**src/rtl/lsu_ctrl.sv**
```systemverilog
// RV32I load/store unit: accepts one core request, issues one word-aligned bus access, returns a sign/zero-extended load result.
// Latency is N+2 when mem_ready is held high. The core is stalled until done, and a bus that never answers is aborted after TIMEOUT_CYCLES.
module lsu_ctrl #(
    parameter int TIMEOUT_CYCLES = 255
) (
    input  logic        clk,
    input  logic        rst_n,
    input  logic        req_valid,
    input  logic        req_write,
    input  logic [2:0]  req_func3,
    input  logic [31:0] req_addr,
    input  logic [31:0] req_wdata,
    output logic        stall,
    output logic        done,
    output logic        err,
    output logic [31:0] rdata,
    output logic        mem_valid,
    input  logic        mem_ready,
    output logic        mem_we,
    output logic [31:0] mem_addr,
    output logic [31:0] mem_wdata,
    output logic [3:0]  mem_wstrb,
    input  logic [31:0] mem_rdata
);
    localparam int CW = $clog2(TIMEOUT_CYCLES + 1);

    typedef enum logic [1:0] {S_IDLE, S_REQ, S_RESP, S_ERR} state_t;

    state_t        r_state;
    logic [CW-1:0] r_cnt;
    logic          r_mem_valid;
    logic          r_mem_we;
    logic [31:0]   r_mem_addr;
    logic [31:0]   r_mem_wdata;
    logic [3:0]    r_mem_wstrb;
    logic          r_done;
    logic          r_err;
    logic [31:0]   r_rdata;
    logic [2:0]    r_func3;
    logic [1:0]    r_lane;

    logic          w_misalign;
    logic          w_bad_f3;
    logic          w_illegal;
    logic [31:0]   w_wdata;
    logic [3:0]    w_wstrb;
    logic [7:0]    w_byte;
    logic [15:0]   w_half;
    logic [31:0]   w_load;
    logic [CW-1:0] w_cnt_inc;

    always_comb begin
        w_misalign = 1'b0;
        case (req_func3[1:0])
            2'b01:   w_misalign = req_addr[0];
            2'b10:   w_misalign = |req_addr[1:0];
            default: w_misalign = 1'b0;
        endcase
        // Loads allow the unsigned byte/half encodings (100, 101); stores do not.
        if (req_write)
            w_bad_f3 = req_func3[2] | (req_func3[1:0] == 2'b11);
        else
            w_bad_f3 = (req_func3[1:0] == 2'b11) | (req_func3 == 3'b110);
        w_illegal = w_bad_f3 | w_misalign;
    end

    always_comb begin
        w_wdata = req_wdata;
        w_wstrb = 4'b1111;
        case (req_func3[1:0])
            2'b00: begin
                w_wdata = {4{req_wdata[7:0]}};
                w_wstrb = 4'b0001 << req_addr[1:0];
            end
            2'b01: begin
                w_wdata = {2{req_wdata[15:0]}};
                w_wstrb = 4'b0011 << {req_addr[1], 1'b0};
            end
            default: begin
                w_wdata = req_wdata;
                w_wstrb = 4'b1111;
            end
        endcase
        if (!req_write)
            w_wstrb = 4'b0000;
    end

    always_comb begin
        case (r_lane)
            2'd0:    w_byte = mem_rdata[7:0];
            2'd1:    w_byte = mem_rdata[15:8];
            2'd2:    w_byte = mem_rdata[23:16];
            default: w_byte = mem_rdata[31:24];
        endcase
        w_half = r_lane[1] ? mem_rdata[31:16] : mem_rdata[15:0];
        case (r_func3)
            3'b000:  w_load = {{24{w_byte[7]}}, w_byte};
            3'b001:  w_load = {{16{w_half[15]}}, w_half};
            3'b100:  w_load = {24'd0, w_byte};
            3'b101:  w_load = {16'd0, w_half};
            default: w_load = mem_rdata;
        endcase
    end

    assign w_cnt_inc = r_cnt + CW'(1);

    always_ff @(posedge clk) begin
        if (!rst_n) begin
            r_state     <= S_IDLE;
            r_cnt       <= '0;
            r_mem_valid <= 1'b0;
            r_mem_we    <= 1'b0;
            r_mem_addr  <= 32'd0;
            r_mem_wdata <= 32'd0;
            r_mem_wstrb <= 4'd0;
            r_done      <= 1'b0;
            r_err       <= 1'b0;
            r_rdata     <= 32'd0;
            r_func3     <= 3'd0;
            r_lane      <= 2'd0;
        end else begin
            r_done <= 1'b0;
            r_err  <= 1'b0;
            case (r_state)
                S_IDLE: begin
                    if (req_valid) begin
                        if (w_illegal) begin
                            r_state <= S_ERR;
                            r_done  <= 1'b1;
                            r_err   <= 1'b1;
                        end else begin
                            r_state     <= S_REQ;
                            r_cnt       <= '0;
                            r_mem_valid <= 1'b1;
                            r_mem_we    <= req_write;
                            r_mem_addr  <= {req_addr[31:2], 2'b00};
                            r_mem_wdata <= w_wdata;
                            r_mem_wstrb <= w_wstrb;
                            r_func3     <= req_func3;
                            r_lane      <= req_addr[1:0];
                        end
                    end
                end
                S_REQ: begin
                    // A late mem_ready wins over a timeout expiring in the same cycle.
                    if (mem_ready) begin
                        r_state     <= S_RESP;
                        r_mem_valid <= 1'b0;
                        r_done      <= 1'b1;
                        if (!r_mem_we)
                            r_rdata <= w_load;
                    end else if (w_cnt_inc == CW'(TIMEOUT_CYCLES)) begin
                        r_state     <= S_ERR;
                        r_mem_valid <= 1'b0;
                        r_done      <= 1'b1;
                        r_err       <= 1'b1;
                    end else begin
                        r_cnt <= w_cnt_inc;
                    end
                end
                S_RESP:  r_state <= S_IDLE;
                S_ERR:   r_state <= S_IDLE;
                default: r_state <= S_IDLE;
            endcase
        end
    end

    assign stall     = req_valid & ~r_done;
    assign done      = r_done;
    assign err       = r_err;
    assign rdata     = r_rdata;
    assign mem_valid = r_mem_valid;
    assign mem_we    = r_mem_we;
    assign mem_addr  = r_mem_addr;
    assign mem_wdata = r_mem_wdata;
    assign mem_wstrb = r_mem_wstrb;

endmodule

```
**config.mk**
```make
export PLATFORM = sky130hd
export DESIGN_NAME = lsu_ctrl
export DESIGN_NICKNAME = d
export VERILOG_FILES = /design/src/rtl/lsu_ctrl.sv
export SDC_FILE = /design/constraint.sdc
export NUM_CORES = 1
export LEC_CHECK = 0
export ABC_CLOCK_PERIOD_IN_PS = 2800
export CAP_MARGIN = 40
export CORE_MARGIN = 3
export CORE_UTILIZATION = 40
export DETAILED_ROUTE_END_ITERATION = 8
export GPL_TIMING_DRIVEN = 0
export PLACE_DENSITY = 0.79
export REMOVE_ABC_BUFFERS = 1
export SETUP_SLACK_MARGIN = 0.4
export SYNTH_ARGS = -nofsm -noshare
export SYNTH_HDL_FRONTEND = slang
export SYNTH_SLANG_ARGS = --single-unit
export TNS_END_PERCENT = 20
```
**constraint.sdc**
```tcl
create_clock -name clk -period 2.8 [get_ports clk]
set_input_delay 0.56 -clock clk [delete_from_list [all_inputs] [get_ports clk]]
set_output_delay 0.56 -clock clk [all_outputs]
set_load 0.03 [all_outputs]
```
==> results of run 1 <==
routing by layer:
| layer | vias to the layer above | wire, microns | part of all wire [%] | global-route usage, % |
|---|---|---|---|---|
| met5 | - | 0 | 0 | 0 |
| li1 | 2685 | - | - | - |
| met3 | 20 | 1770 | 11 | 9.93 |
| met1 | 2527 | 6790 | 41 | 26.1 |
| met2 | 214 | 7860 | 47 | 37.4 |
| met4 | 0 | 292 | 1.7 | 8.19 |
stage by stage:
stage / setup WS, ns / hold WS [ns]
floorplan: -3.91 / 0.460
global placement: -7.66 / 0.437
detailed placement: -0.924 / 0.442
CTS: 0.367 / 0.449
global route: 0.356 / 0.461
finish: 0.552 / 0.445
cells in the final DEF (no fill, tap or decap), types with 4 or more instances in the layout:
cell	instances
clkdlybuf4s50_1	202
nand2_1	170
dfxtp_1	115
a21boi_1	53
a21oi_1	49
o21ai_0	34
o211a_1	26
nand3_1	17
clkbuf_16	17
o21ai_1	15
inv_1	14
nor2_1	13
buf_4	13
a22o_1	8
nor3_1	7
a22oi_1	7
o221ai_1	7
buf_6	7
nand2b_1	6
clkinvlp_4	6
a31oi_1	5
nor3b_1	4
clkinv_2	4
tightest hold or removal path: cells and delay by family, from the launching register on:
| kind | cells | cell delay, ns |
|---|---|---|
| AND/OR/NAND/NOR | 1 | 0.05 |
| flip-flops | 1 | 0.30 |
| AO/OA/AOI/OAI | 1 | 0.05 |
worst paths after layout:
| check | cells after the start | start | end |
|---|---|---|---|
| hold / removal | 2 | mem_wstrb[1] | mem_wstrb[1] |
| setup / recovery | 5 | r_func3[0] | rdata[6] |
| setup reg to reg | 5 | r_func3[0] | rdata[6] |
| hold reg to reg | 2 | mem_wstrb[1] | mem_wstrb[1] |
layout make-up:
| cell class | instances | share of cell area (%) |
|---|---|---|
| Inverter | 16 | 0.721 |
| Multi-Input combinational cell | 475 | 33.4 |
| Timing Repair Buffer | 231 | 28.2 |
| Clock buffer | 19 | 5.32 |
| Sequential cell | 117 | 28.2 |
| Clock inverter | 13 | 1.61 |
| Tap cell | 172 | 2.58 |
cells by family (layout without fill, tap and decap cells):
| group | after synthesis | count (layout) | synth area share [%] |
|---|---|---|---|
| buf+inv | 68 | 279 | 5.37 |
| xor+xnor | 3 | 3 | 0.494 |
| simple gates | 239 | 239 | 19.4 |
| flops | 117 | 117 | 44.1 |
| fa+ha+maj | 6 | 6 | 1.41 |
| mux | 1 | 1 | 0.424 |
| compound gates | 224 | 224 | 28.8 |
| other cells | 1 | 2 | 0.0706 |
flip-flops by register name, indices dropped and copies added (netlist names):
register,cells
mem_wdata,32
rdata,32
mem_addr,30
r_cnt,8
mem_wstrb,4
r_func3,3
r_lane,2
r_state,2
done,1
err,1
mem_valid,1
mem_we,1
power by group:
group / switching (mW) / internal (mW)
sequential: 0.0630 / 1.77
combinational: 0.540 / 0.472
clock: 0.781 / 1.32
timing repair:
item                                    in CTS  in global routing
cloned                                       1                  0
endpoints found under the setup margin      98                 77
setup buffers                                7                  3
pin swaps                                    3                  3
gates resized for setup                     12                 14
==> results.json, run 1 <==
{
  "synth_most_common_cell": "nand2_1",
  "synth_area_sq_mm": 0.00532,
  "cts.sinks": 117,
  "final_nets": 968,
  "worst_path_largest_cell_delay_ns": 0.66,
  "synth_seq_cells": 117,
  "synthDistinctLibCells": 52,
  "cts_buffers": 17,
  "dieArea_sq_mm": 0.0147,
  "fin_tns_setup_ns": 0,
  "p_leak_nw": 3.35,
  "cts-root-buf": "clkbuf_16",
  "avgSynthCellArea_sq_um": 8.07,
  "worst_pin_slew_ns": 0.781,
  "portBuffers": 206,
  "max-cap-violations": 0,
  "critPathTopFamily": "simple AND/OR/NAND/NOR gates",
  "fin_skew_ns": 0.00906,
  "first_iter_violations": 355,
  "start_util_pct": 41.4,
  "setup_violations": 0,
  "place_area_sq_mm": 0.00755,
  "ys.flop_type": "dfxtp_1",
  "core_sq_mm": 0.0128,
  "gp_congestion": 0.826,
  "routedWlPerCell_microns": 16.0,
  "slew_violations": 0,
  "end_kind": "flip-flop",
  "cp_slowest_cell": "nor2b_1",
  "cts_buffer_depth": 2,
  "crit_required_ns": 3.14,
  "cts_tree": "built",
  "p_total_mw": 4.95,
  "rsz0062_at_grt": "true",
  "synth_area_leader_cell": "dfxtp_1",
  "clk_latency_ns": 0.41,
  "crit_path_start_kind": "flip-flop",
  "path_buf_inv": 0,
  "crit_chain": "nor2b_1 > nor2_1 > nor2_1 > o221ai_1 > a21boi_1",
  "num_antenna_cells": 0,
  "rows": 41,
  "grt_pass1_wl_mm": 26.4,
  "fin_crit_ns": 2.25,
  "synthDominantCellAreaShare_pct": 44.1,
  "fill_cells": 1103,
  "viasPerCell": 5.22,
  "post-route-drc-count": 0,
  "grt_start_max_net_pins": 86,
  "fin_util_pct": 64.9,
  "hold_viol_final": 0,
  "clkSlewWorstSetupHoldPaths_ns": 0.05,
  "peakVddDrop_mv": 0.397,
  "final_cells": 1043,
  "r2r_slack_ns": 0.55,
  "cp_max_fo": 16,
  "drive_above_1_share_pct": 8.61,
  "max_freq_ghz": 0.445,
  "multiInputGateArea_sq_mm": 0.00278,
  "htree_levels": 4,
  "dp.cells": 1000,
  "async_flop_share_pct": 0,
  "dieWidth_microns": 121,
  "antenna_found_initial": 0,
  "path_class": "flip-flop to flip-flop",
  "wirelength_mm": 16.7,
  "synth_cells": 659,
  "crit_top_cell": "nor2_1",
  "ant_nets": 0,
  "ys_warn_count": 0,
  "postLayoutCellArea_sq_mm": 0.00833,
  "area.sequential_sq_mm": 0.00234,
  "dp_hpwl_mm": 11.3,
  "slew_headroom_pct": 47.7,
  "boundaryPins": 209,
  "dieHeight_microns": 121,
  "grt_use_total_pct": 22.7,
  "p_per_area_mw_per_mm2": 595,
  "vias": 5446,
  "ys_top_cells_by_area": "dfxtp_1, nand2_1, a21boi_1",
  "hold_path.class": "flip-flop to flip-flop",
  "ys_top_cells_by_count": "nand2_1, dfxtp_1, a21boi_1",
  "area_growth_pct": 56.7,
  "first_pass_iters": 5,
  "seq_area_frac_synth_pct": 44.1,
  "cp.arrival_ns": 2.58,
  "grt_pass1_vias": 5289,
  "synth_edf_count": 0,
  "overflow": 0,
  "post-route-period-util_pct": 80.3,
  "ctsHoldBuffers": 0,
  "outcome": "complete, no violations"
}
Power figures use the tool's default switching activity.
==> run 2: changes to the inputs <==
--- a/config.mk
+++ b/config.mk
@@ -5,7 +5,7 @@
 export SDC_FILE = /design/constraint.sdc
 export NUM_CORES = 1
 export LEC_CHECK = 0
-export ABC_CLOCK_PERIOD_IN_PS = 2800
+export ABC_CLOCK_PERIOD_IN_PS = 2130
 export CAP_MARGIN = 40
 export CORE_MARGIN = 3
 export CORE_UTILIZATION = 40
==> constraint.sdc (replaced) <==
create_clock -name clk -period 2.13 [get_ports clk]
set_input_delay 0.426 -clock clk [delete_from_list [all_inputs] [get_ports clk]]
set_output_delay 0.426 -clock clk [all_outputs]
set_load 0.03 [all_outputs]
==> run 2 against run 1 <==
Global-route usage increased by 1.5 points. Non-clock buffer count up 31. Clock skew up 0.0019 ns. Largest power group unchanged. Highest routed layer unchanged.
==> results.json, run 2 (synthesis results as in run 1) <==
{
  "crit_chain": "ha_4 > nand3_4 > or3_4 > a211o_4 > o211ai_4 > buf_4 > nor2_1 > o21a_1",
  "viasPerCell": 5.29,
  "grt_pass1_wl_mm": 28.0,
  "portBuffers": 206,
  "outcome": "complete, no violations",
  "clkSlewWorstSetupHoldPaths_ns": 0.05,
  "ant_nets": 0,
  "wirelength_mm": 18.3,
  "grt_use_total_pct": 24.2,
  "cts_tree": "built",
  "dieHeight_microns": 121,
  "end_kind": "flip-flop",
  "mostFrequentLayoutCells": "clkdlybuf4s50_1, nand2_1, dfxtp_1",
  "dp.cells": 1000,
  "dieArea_sq_mm": 0.0147,
  "vias": 5691,
  "fin_crit_ns": 2.02,
  "overflow": 0,
  "cts_buffers": 17,
  "boundaryPins": 209,
  "area_growth_pct": 68.9,
  "start_util_pct": 41.4,
  "max-cap-violations": 0,
  "worst_pin_slew_ns": 0.787,
  "core_sq_mm": 0.0128,
  "hold_path.class": "primary input to flip-flop",
  "peakVddDrop_mv": 0.545,
  "setup_violations": 0,
  "dieWidth_microns": 121,
  "cts-root-buf": "clkbuf_16",
  "dr_wl_met3_mm": 1.86,
  "final_nets": 999,
  "post-route-period-util_pct": 94.6,
  "first_pass_iters": 5,
  "htree_levels": 4,
  "cts_buffer_depth": 2,
  "cp_max_fo": 4,
  "p_leak_nw": 3.78,
  "m1WireLength_mm": 7.32,
  "highest_layer": "met4",
  "post-route-drc-count": 0,
  "worst_path_largest_cell_delay_ns": 0.37,
  "cp_slowest_cell": "a211o_4",
  "p_per_area_mw_per_mm2": 746,
  "slew_violations": 0,
  "hold_viol_final": 0,
  "gp_congestion": 0.826,
  "antenna_found_initial": 2,
  "max_freq_ghz": 0.496,
  "dp_slack_ns": -1.46,
  "fill_cells": 1017,
  "routedWlPerCell_microns": 17.0,
  "cp.arrival_ns": 2.32,
  "grt_start_max_net_pins": 86,
  "clk_latency_ns": 0.42,
  "crit_path_start_kind": "flip-flop",
  "drive_above_1_share_pct": 16.2,
  "grt_pass1_vias": 5491,
  "fin_skew_ns": 0.0109,
  "final_cells": 1076,
  "path_class": "flip-flop to flip-flop",
  "fin_hold_ws_ns": 0.273,
  "slew_headroom_pct": 47.4,
  "layout_setup_ws_ns": 0.115,
  "first_iter_violations": 371,
  "layout_commonest_cell": "clkdlybuf4s50_1",
  "dp_hpwl_mm": 11.3,
  "rsz0062_at_grt": "true",
  "dr_wl_met2_mm": 8.78,
  "fin_util_pct": 70.0,
  "crit_required_ns": 2.43,
  "rows": 41,
  "cts.sinks": 117
}
-- run 2: changes by cell type in the layout (fill, tap and decap cells not counted), moves of 12 or more --
cell / before / now
a21oi_2: 0 / 17
dlymetal6s2s_1: 1 / 13
a21oi_1: 49 / 32
clkdlybuf4s50_1: 202 / 184
buf_4: 13 / 28
-- run 2: routing by layer --
metal,up-vias,global-route usage [%]
met1,2689,27.6
met3,25,10.6
met5,-,0
li1,2763,-
met2,214,39.7
met4,0,9.59
-- run 2: what timing repair did --
action,in CTS,in global routing
buffers inserted,26,10
cloned,4,2
hold buffers,0,0
gates resized for setup,75,50
endpoints found under the setup margin,219,216
pin swaps,17,13
-- run 2: area by class of cell --
type,count,area (sq um),area share [%]
diodes,2,5.00,0.0557
clock buffers,19,443,4.93
clock inverters,13,134,1.49
inverters,16,67.6,0.753
multi-input cells,475,2940,32.8
flip-flops and latches,117,2360,26.3
well taps,172,215,2.40
repair buffers,262,2810,31.3
-- run 2: final timing paths --
| check | from | endpoint | slack, ns | cells after the start |
|---|---|---|---|---|
| worst max-delay path | r_cnt[1] | r_cnt[1] | 0.11 | 8 |
| worst min register to register | mem_wstrb[1] | mem_wstrb[1] | 0.45 | 2 |
| worst min-delay path | req_func3[1] | r_func3[1] | 0.27 | 3 |
| worst max register to register | r_cnt[1] | r_cnt[1] | 0.11 | 8 |
-- run 2: power breakdown --
part / switching (mW) / total [mW] / internal [mW]
combinational: 0.768 / 1.50 / 0.727
clock: 1.05 / 2.79 / 1.74
sequential: 0.0868 / 2.41 / 2.32
total: 1.90 / 6.70 / 4.79
-- run 2: per-stage QoR --
stage	area, sq um	setup TNS [ns]	total power, mW
after floorplan	5090	-329.60	3.08
after global placement	7370	-654.81	3.71
after detailed placement	7550	-109.34	3.72
after CTS	8680	0	6.67
after global routing	8980	0	6.94
final	8980	0	6.70
-- run 2: critical path: cells and delay by family, from the launching register on --
kind / cells / cell delay, ns
simple gates: 3 / 0.45
buf+inv: 1 / 0.15
compound gates: 3 / 0.79
fa+ha+maj: 1 / 0.14
flops: 1 / 0.36
